--- src/rtl/aes_req_arbiter.sv ---
// Round-robin front end that time-shares a single AES-128 core among NUM_REQ requesters.
// One transaction in flight: grant -> RUN (core busy) -> RESP (hand back result) -> CLEAR.

// Per-requester slice: window test for the round-robin scan and AND-gated payload
// contribution to the shared OR-mux.
module aes_req_arbiter_slot #(
  parameter int ID_W = 2,
  parameter int IDX  = 0
) (
  input  logic            valid,
  input  logic [ID_W-1:0] rr_ptr,
  input  logic            gnt,
  input  logic [127:0]    data,
  input  logic [127:0]    key,
  input  logic [2:0]      seed,
  output logic            upper,
  output logic [127:0]    data_sel,
  output logic [127:0]    key_sel,
  output logic [2:0]      seed_sel
);
  localparam logic [ID_W-1:0] IDX_L = ID_W'(IDX);

  // Requesters at or after the pointer win ties before the wrap-around.
  assign upper    = valid && (IDX_L >= rr_ptr);
  assign data_sel = data & {128{gnt}};
  assign key_sel  = key  & {128{gnt}};
  assign seed_sel = seed & {3{gnt}};
endmodule

module aes_req_arbiter #(
  parameter int NUM_REQ = 4,
  parameter int ID_W    = 2,
  parameter int TIMEOUT = 31
) (
  input  logic                   clk,
  input  logic                   rst,
  input  logic [NUM_REQ-1:0]     req_valid,
  output logic [NUM_REQ-1:0]     req_ready,
  input  logic [NUM_REQ*128-1:0] req_data,
  input  logic [NUM_REQ*128-1:0] req_key,
  input  logic [NUM_REQ*3-1:0]   req_seed,
  output logic                   resp_valid,
  input  logic                   resp_ready,
  output logic [127:0]           resp_data,
  output logic [ID_W-1:0]        resp_id,
  output logic                   core_start,
  output logic [127:0]           core_data_in,
  output logic [127:0]           core_key,
  output logic [2:0]             core_seed,
  input  logic [127:0]           core_data_out,
  input  logic                   core_done,
  output logic                   busy,
  output logic                   timeout_err
);
  localparam int CNT_W = $clog2(TIMEOUT + 1);
  localparam logic [CNT_W-1:0] WD_LAST = CNT_W'(TIMEOUT - 1);

  typedef enum logic [1:0] {IDLE, RUN, RESP, CLEAR} state_t;

  state_t                     state, state_next;
  logic [ID_W-1:0]            rr_ptr, rr_next, gnt_id;
  logic [CNT_W-1:0]           wd_cnt;
  logic [NUM_REQ-1:0]         upper, pick, gnt;
  logic                       found, wd_fire, any_req;
  logic [NUM_REQ-1:0][127:0]  data_sel, key_sel;
  logic [NUM_REQ-1:0][2:0]    seed_sel;
  logic [127:0]               data_mux, key_mux;
  logic [2:0]                 seed_mux;

  for (genvar i = 0; i < NUM_REQ; i++) begin : g_slot
    aes_req_arbiter_slot #(.ID_W(ID_W), .IDX(i)) u_slot (
      .valid    (req_valid[i]),
      .rr_ptr   (rr_ptr),
      .gnt      (gnt[i]),
      .data     (req_data[128*i +: 128]),
      .key      (req_key[128*i +: 128]),
      .seed     (req_seed[3*i +: 3]),
      .upper    (upper[i]),
      .data_sel (data_sel[i]),
      .key_sel  (key_sel[i]),
      .seed_sel (seed_sel[i])
    );
  end

  assign any_req = |req_valid;

  // Lowest index in the upper window, else lowest overall: first valid from rr_ptr mod NUM_REQ.
  always_comb begin
    pick   = (|upper) ? upper : req_valid;
    gnt    = '0;
    gnt_id = '0;
    found  = 1'b0;
    for (int i = 0; i < NUM_REQ; i++) begin
      if (pick[i] && !found) begin
        gnt[i] = 1'b1;
        gnt_id = ID_W'(i);
        found  = 1'b1;
      end
    end
  end

  assign rr_next = (gnt_id == ID_W'(NUM_REQ - 1)) ? '0 : gnt_id + ID_W'(1);

  always_comb begin
    data_mux = '0;
    key_mux  = '0;
    seed_mux = '0;
    for (int i = 0; i < NUM_REQ; i++) begin
      data_mux |= data_sel[i];
      key_mux  |= key_sel[i];
      seed_mux |= seed_sel[i];
    end
  end

  always_ff @(posedge clk or negedge rst) begin
    if (!rst) state <= IDLE;
    else      state <= state_next;
  end

  always_comb begin
    state_next = state;
    wd_fire    = 1'b0;
    case (state)
      IDLE:  if (any_req) state_next = RUN;
      RUN: begin
        // A completion on the final watchdog cycle still counts as success.
        if (core_done) state_next = RESP;
        else if (wd_cnt == WD_LAST) begin
          wd_fire    = 1'b1;
          state_next = CLEAR;
        end
      end
      RESP:  if (resp_ready) state_next = CLEAR;
      CLEAR: state_next = IDLE;
      default: state_next = IDLE;
    endcase
  end

  always_ff @(posedge clk or negedge rst) begin
    if (!rst) begin
      rr_ptr       <= '0;
      wd_cnt       <= '0;
      core_data_in <= '0;
      core_key     <= '0;
      core_seed    <= '0;
      resp_data    <= '0;
      resp_id      <= '0;
    end else begin
      case (state)
        IDLE: if (any_req) begin
          core_data_in <= data_mux;
          core_key     <= key_mux;
          core_seed    <= seed_mux;
          resp_id      <= gnt_id;
          rr_ptr       <= rr_next;
          wd_cnt       <= '0;
        end
        RUN: begin
          wd_cnt <= wd_cnt + CNT_W'(1);
          if (core_done) resp_data <= core_data_out;
        end
        default: ;
      endcase
    end
  end

  // Reset gates req_ready: state already reads IDLE while rst is low.
  assign req_ready   = gnt & {NUM_REQ{rst && (state == IDLE)}};
  assign core_start  = (state == RUN);
  assign resp_valid  = (state == RESP);
  assign busy        = (state != IDLE);
  assign timeout_err = wd_fire;
endmodule

--- config.mk ---
export PLATFORM = sky130hd
export DESIGN_NAME = aes_req_arbiter
export DESIGN_NICKNAME = d
export VERILOG_FILES = /design/src/rtl/aes_req_arbiter.sv
export SDC_FILE = /design/constraint.sdc
export NUM_CORES = 1
export LEC_CHECK = 0
export ABC_AREA = 1
export CAP_MARGIN = 5
export CORE_AREA = 2 2 614 616
export CTS_CLUSTER_DIAMETER = 40
export DETAILED_ROUTE_END_ITERATION = 16
export DIE_AREA = 0 0 616 618
export PLACE_DENSITY = 0.3
export REMOVE_ABC_BUFFERS = 1
export SLEW_MARGIN = 20
export SYNTH_ARGS = -nofsm -noshare
export SYNTH_HDL_FRONTEND = slang
export SYNTH_SLANG_ARGS = --single-unit
--- constraint.sdc ---
create_clock -name clk -period 2.9 [get_ports clk]
set_input_delay 0.435 -clock clk [delete_from_list [all_inputs] [get_ports clk]]
set_output_delay 0.435 -clock clk [all_outputs]
set_load 0.02 [all_outputs]
======== Word-level counts from Yosys, hierarchy flattened ========
Cells that the tools add are included.
storage, ports and cells
  register bits after elaboration ......... 398
  bits of input ports ..................... 1172
  output and inout port bits .............. 397
  word-level logic and storage cells ...... 85
operators by class
  $add $sub $neg .......................... 2
  $lt $le $gt $ge ......................... 4
  equal/unequal tests ..................... 8
  mux-type cells .......................... 21
  bitwise gates (word level) .............. 22
  reductions and logical operators ........ 20
operators by type and width
  cell                                                                     count
  128-bit AND                                                              8
  128-bit bitwise OR                                                       6
  2-bit two-way mux                                                        7
  3-bit AND                                                                4
  1-bit two-way mux                                                        10
  5-bit case mux with 2 select lines                                       1
  3-bit bitwise OR                                                         3
  1-bit logical AND                                                        8
  2-bit case mux with 4 select lines                                       1
  4-bit OR reduction                                                       2
  2-bit equality test, second input constant                               3
  2-bit AND reduction                                                      3
  5-bit by 1-bit adder with 5-bit output, second input constant            1
  5-bit equality test, second input constant                               1
  5-bit two-way mux                                                        1
  4-bit AND                                                                1
  1-bit by 2-bit >= comparator with 1-bit output, first input constant     2
  2-bit >= comparator, first input constant                                2
  4-bit two-way mux                                                        1
  2-bit nonzero test                                                       2
  1-bit zero test                                                          3
  3-bit by 1-bit inequality test with 1-bit output, second input constant  1
  3-bit AND reduction                                                      1
  2-bit by 1-bit adder with 2-bit output, second input constant            1
  other kinds (4)                                                          4

======== Logic depth before layout (Yosys ltp) ========
  word-level depth ........................ 16
  mapped depth ............................ 13
  mapped depth without buffers ............ 11

======== Cells and area by module ========
A second synthesis with hierarchy kept.
second synthesis, totals
  cell total of the unflattened synthesis .. 3666
  area total of the unflattened synthesis .. 25692.1 µm²
modules (own cells, without submodules)
  module                                   times used  cells each  area an instance (µm²)  seq. area each (µm²)
  aes_req_arbiter                          1           1470        16718.5                 9959.6
  aes_req_arbiter_slot (g_slot[0].u_slot)  1           550         2245.9                  0.0
  aes_req_arbiter_slot (g_slot[2].u_slot)  1           549         2243.4                  0.0
  aes_req_arbiter_slot (g_slot[1].u_slot)  1           549         2242.2                  0.0
  aes_req_arbiter_slot (g_slot[3].u_slot)  1           548         2242.2                  0.0

======== Worst setup path after synthesis ========
Ideal clock, no wire load.
  kind .................................... input to output
  from .................................... in req_valid[3]
  to ...................................... out req_ready[2]
  arrival time ............................ 1639 ps
  data required time ...................... 2465 ps
  setup slack ............................. 826 ps
  stages .................................. 7
  buffers on the path ..................... 2
  cell sequence ........................... inv_1 > a21oi_4 > nor2_2 > buf_2 > buf_2 > nand3_1 > nor2_1
on the way
  word-level cells in the longest chain between the ends .. 11
ends and longest elaborated chain
  element                 line  RTL
  start: declaration      37    input logic [NUM_REQ-1:0] req_valid,
  1-bit logical AND (*)   24    assign upper = valid && (IDX_L >= rr_ptr);
  4-bit OR reduction (*)  89    pick = (|upper) ? upper : req_valid;
  4-bit two-way mux (*)   89
  1-bit two-way mux       94    if (pick[i] && !found) begin
  1-bit zero test         94
  1-bit logical AND       94
  1-bit two-way mux       94
  1-bit zero test         94
  1-bit logical AND (*)   94
  1-bit two-way mux (*)   94
  4-bit AND (*)           168   assign req_ready = gnt & {NUM_REQ{rst && (state == IDLE)}};
  end: declaration        38    output logic [NUM_REQ-1:0] req_ready,
Mark *: on every way between the ends. The rest lies on a longest branch, timed or not.

======== Final worst setup path ========
  from .................................... reg resp_data[87]
  to ...................................... out resp_data[87]
RTL lines
  element                   line  RTL
  start: declaration        44    output logic [127:0] resp_data,
  start signal: assignment  160   if (core_done) resp_data <= core_data_out;
No word-level cell between the ends.

==> results_dict.tcl <==
set metrics [dict create \
    achievable-frequency_mhz 366.4 \
    crit_family "buffers and inverters" \
    synth_largest_area_cell "sky130_fd_sc_hd__dfrtp_1" \
    timing.critical_path.arrival_ns 2.29 \
    post_placement_cell_count 10263 \
    dieHeight_microns 618 \
    synth_seq_area_share_pct 37.47 \
    area.growth.synth_to_final_pct 106.6 \
    grt.overflow.total 0 \
    clock_sinks 398 \
    finalClockSkew_ns 0.08898 \
    rsz0062_at_grt "false" \
    timing.slew.headroom_pct 20.76 \
    max-clock-path-buffers 4 \
    post_synthesis_cells 3779 \
    synth-warning-count 0 \
    clock_transition_at_path_regs_ns 0.05 \
    hold_path.startpoint "core_data_out[69]" \
    routed_wire_length_per_instance_microns 25.34 \
    timing.setup.critical_path_class "reg -> out" \
    launch_instance_of_the_worst_register_to_register_path "rr_ptr[1]" \
    grt_antenna_before_repair 144 \
    grt_max_degree 111 \
    post-dp-hpwl_microns 224300 \
    total_leakage_power_nw 22.59 \
    final-instance-count-excl-fill 10560 \
    avgSynthCellArea_sq_um 7.034 \
    drt_first_pass_iters 5 \
    worstPathCellList "clkdlybuf4s50_1" \
    critical_path.max_fanout 2 \
    route.antenna.remaining_nets 0 \
    holdPathEnd "resp_data[69]" \
    drv.max_cap_violation_count 0 \
    final-max-slew-violation-count 0 \
    power.density_cell_area_nw_per_um2 1054 \
    hold_viol 0 \
    status "complete, no violations" \
    clk_root_buffer_cell "sky130_fd_sc_hd__clkbuf_16" \
    number_of_endpoints_failing_setup_at_the_final_stage 0 \
    cts_tree "yes" \
    worstSkewPairLatency_ns 0.80 \
    synth_top_cell_area_share_pct 37.47 \
    timing.rr.end "core_data_in[87]" \
    starting_utilization_of_the_core_area_pct 7.104 \
    fin_crit_ns 2.729 \
    clock_buffers_created_by_tritoncts 153 \
    htreeDepth 4 \
    detail_route.wirelength_microns 267600 \
    slowest_delay_ns 0.73 \
    met3WireLength_microns 21400 \
    cp_slowest_cell "sky130_fd_sc_hd__clkdlybuf4s50_1" \
    grt_pass1_wl_microns 346100 \
    drt_first_iter_violations 1925 \
    synth_top_cells_by_count "sky130_fd_sc_hd__nand2_1, sky130_fd_sc_hd__nor2_1, sky130_fd_sc_hd__inv_1" \
    coreArea_sq_um 374100 \
    drc 0 \
    timing.final.crit_share_pct 94.11 \
    synthFlopType "sky130_fd_sc_hd__dfrtp_1" \
    buffer_ports.inserted 1568 \
    nets 6607 \
    final_critical_path_setup_slack_ns 0.1710 \
    dp_slack_ns -0.03894 \
    design.portCount 1569 \
    syn-cell-area_sq_um 26580 \
    async_flop_share_pct 100.0 \
    cp_data_required_time_ns 2.47 \
    dr.max_layer_used "met5" \
    synth_enable_flop_cells 0 \
    route.vias.total 34319 \
    synth-seq-cells 398 \
    crit_buf_inv 1 \
    hold_depth 2 \
    timing.hold.worst.class "in -> reg" \
    die-area_sq_um 380700 \
    worst_ir_drop_vdd_mv 0.4827 \
    width_of_the_die_microns 616 \
    via_per_inst 3.250 \
    worst-r2r-cell-count 13 \
    netlist-cell-type-count 28 \
    reg2reg_slack_ns 0.40 \
    wl_met2_microns 140200 \
    timing_worst_slew_pin_value_ns 1.189 \
    drive_gt1_share_pct 16.14 \
    drt-met1-wl_microns 98440 \
    setup.worst_path.start_class "flip-flop" \
    yosysMostFrequentCell "sky130_fd_sc_hd__nand2_1" \
    critPathCaptureType "output port" \
    globalplace.congestion 0.8899 \
    yosys-top-cells-area "sky130_fd_sc_hd__dfrtp_1, sky130_fd_sc_hd__nand4_1, sky130_fd_sc_hd__nand3_1, sky130_fd_sc_hd__nand2_1, sky130_fd_sc_hd__nor2_1" \
    globalRouteTotalUtil_pct 13.47 \
    grt_pass1_vias 35391 \
    row_count 225 \
]
==> cells by family (layout without fill, tap and decap cells) <==
group	after synthesis	in the layout	share of synthesized area (%)
and+or+nand+nor	2372	2372	43.45
buffers and inverters	857	2611	12.92
DFF	398	398	37.47
muxes	128	128	5.423
AOI/OAI and AO/OA	15	15	0.3625
adders and majority gates	6	6	0.2824
xor gates and xnor gates	3	3	0.09887
other	0	33	0
==> timing repair <==
item	CTS	global route
hold endpoints to repair	32	0
resized for setup	15	5
buffers inserted	4	0
pin swaps	0	0
endpoints found under the setup margin	7	3
hold buffers	1	0
==> per-layer routing <==
layer  GRT usage (%)  vias to the layer above
met2           25.01                     1435
met1           14.25                    16655
met5               0                        -
met3           4.686                      423
li1                -                    15730
met4           3.785                       76
==> registers in the layout, summed over array words and instances, names as in the netlist <==
name / flops
core_data_in: 128
core_seed: 3
resp_id: 2
core_key: 128
wd_cnt: 5
state: 2
rr_ptr: 2
resp_data: 128
==> how the worst max path moves through the flow <==
stage          slack [ns]  cells past startpoint       endpoint          start
3_3_place_gp        -0.05                     13   core_key[82]   req_valid[2]
6_report             0.17                      1  resp_data[87]  resp_data[87]
4_1_cts             0.006                      8   req_ready[0]      rr_ptr[1]
2_1_floorplan       -6.62                      5   req_ready[2]      rr_ptr[1]
5_1_grt             0.006                      8   req_ready[1]      rr_ptr[1]
3_5_place_dp        -0.04                     13   core_key[82]   req_valid[2]
==> power by group <==
group	internal (mW)	leakage [nW]	switching, mW
Sequential	8.52	4.60	2.09
Clock	10.8	2.40	4.93
Combinational	13.0	15.6	18.5
==> area by class of cell <==
| class | instances | area (sq um) |
|---|---|---|
| fillers | 42830 | 319200 |
| repair buffers | 1821 | 18520 |
| multi-input cells | 2524 | 13250 |
| flip-flops and latches | 398 | 9960 |
| well taps | 4994 | 6248 |
| clock buffers | 215 | 4383 |
| inverters | 531 | 2001 |
| clock inverters | 44 | 483.0 |
| diodes | 33 | 82.58 |
==> per-stage QoR <==
step	total power, mW	instance area (sq um)	hold WS, ns	setup TNS, ns	utilization (%)
finish	57.92	54930	0.2104	0	14.68
global route	61.63	54890	0.1434	0	14.67
CTS	59.51	54840	0.09934	0	14.66
detailed placement	43.05	49940	0.4869	-0.03894	13.35
global placement	43.12	49940	0.4898	-0.06609	13.35
floorplan	24.52	25140	0.1394	-1794.85	-
==> cells in the final DEF (no fill, tap or decap), types with 23 or more instances in the layout <==
cell | netlist | final
sky130_fd_sc_hd__buf_4 | 8 | 184
sky130_fd_sc_hd__dfrtp_1 | 398 | 398
sky130_fd_sc_hd__clkdlybuf4s50_1 | 0 | 1554
sky130_fd_sc_hd__nor2_1 | 530 | 529
sky130_fd_sc_hd__mux2_2 | 128 | 128
sky130_fd_sc_hd__nand2_1 | 531 | 529
sky130_fd_sc_hd__buf_12 | 0 | 74
sky130_fd_sc_hd__clkbuf_16 | 0 | 154
sky130_fd_sc_hd__inv_1 | 529 | 528
sky130_fd_sc_hd__nand4_1 | 522 | 522
sky130_fd_sc_hd__clkbuf_8 | 0 | 30
sky130_fd_sc_hd__diode_2 | 0 | 33
sky130_fd_sc_hd__or2_2 | 259 | 259
sky130_fd_sc_hd__clkbuf_1 | 161 | 31
sky130_fd_sc_hd__nand3_1 | 521 | 521
sky130_fd_sc_hd__clkinv_2 | 0 | 23
(Power assumes the default switching activity.)
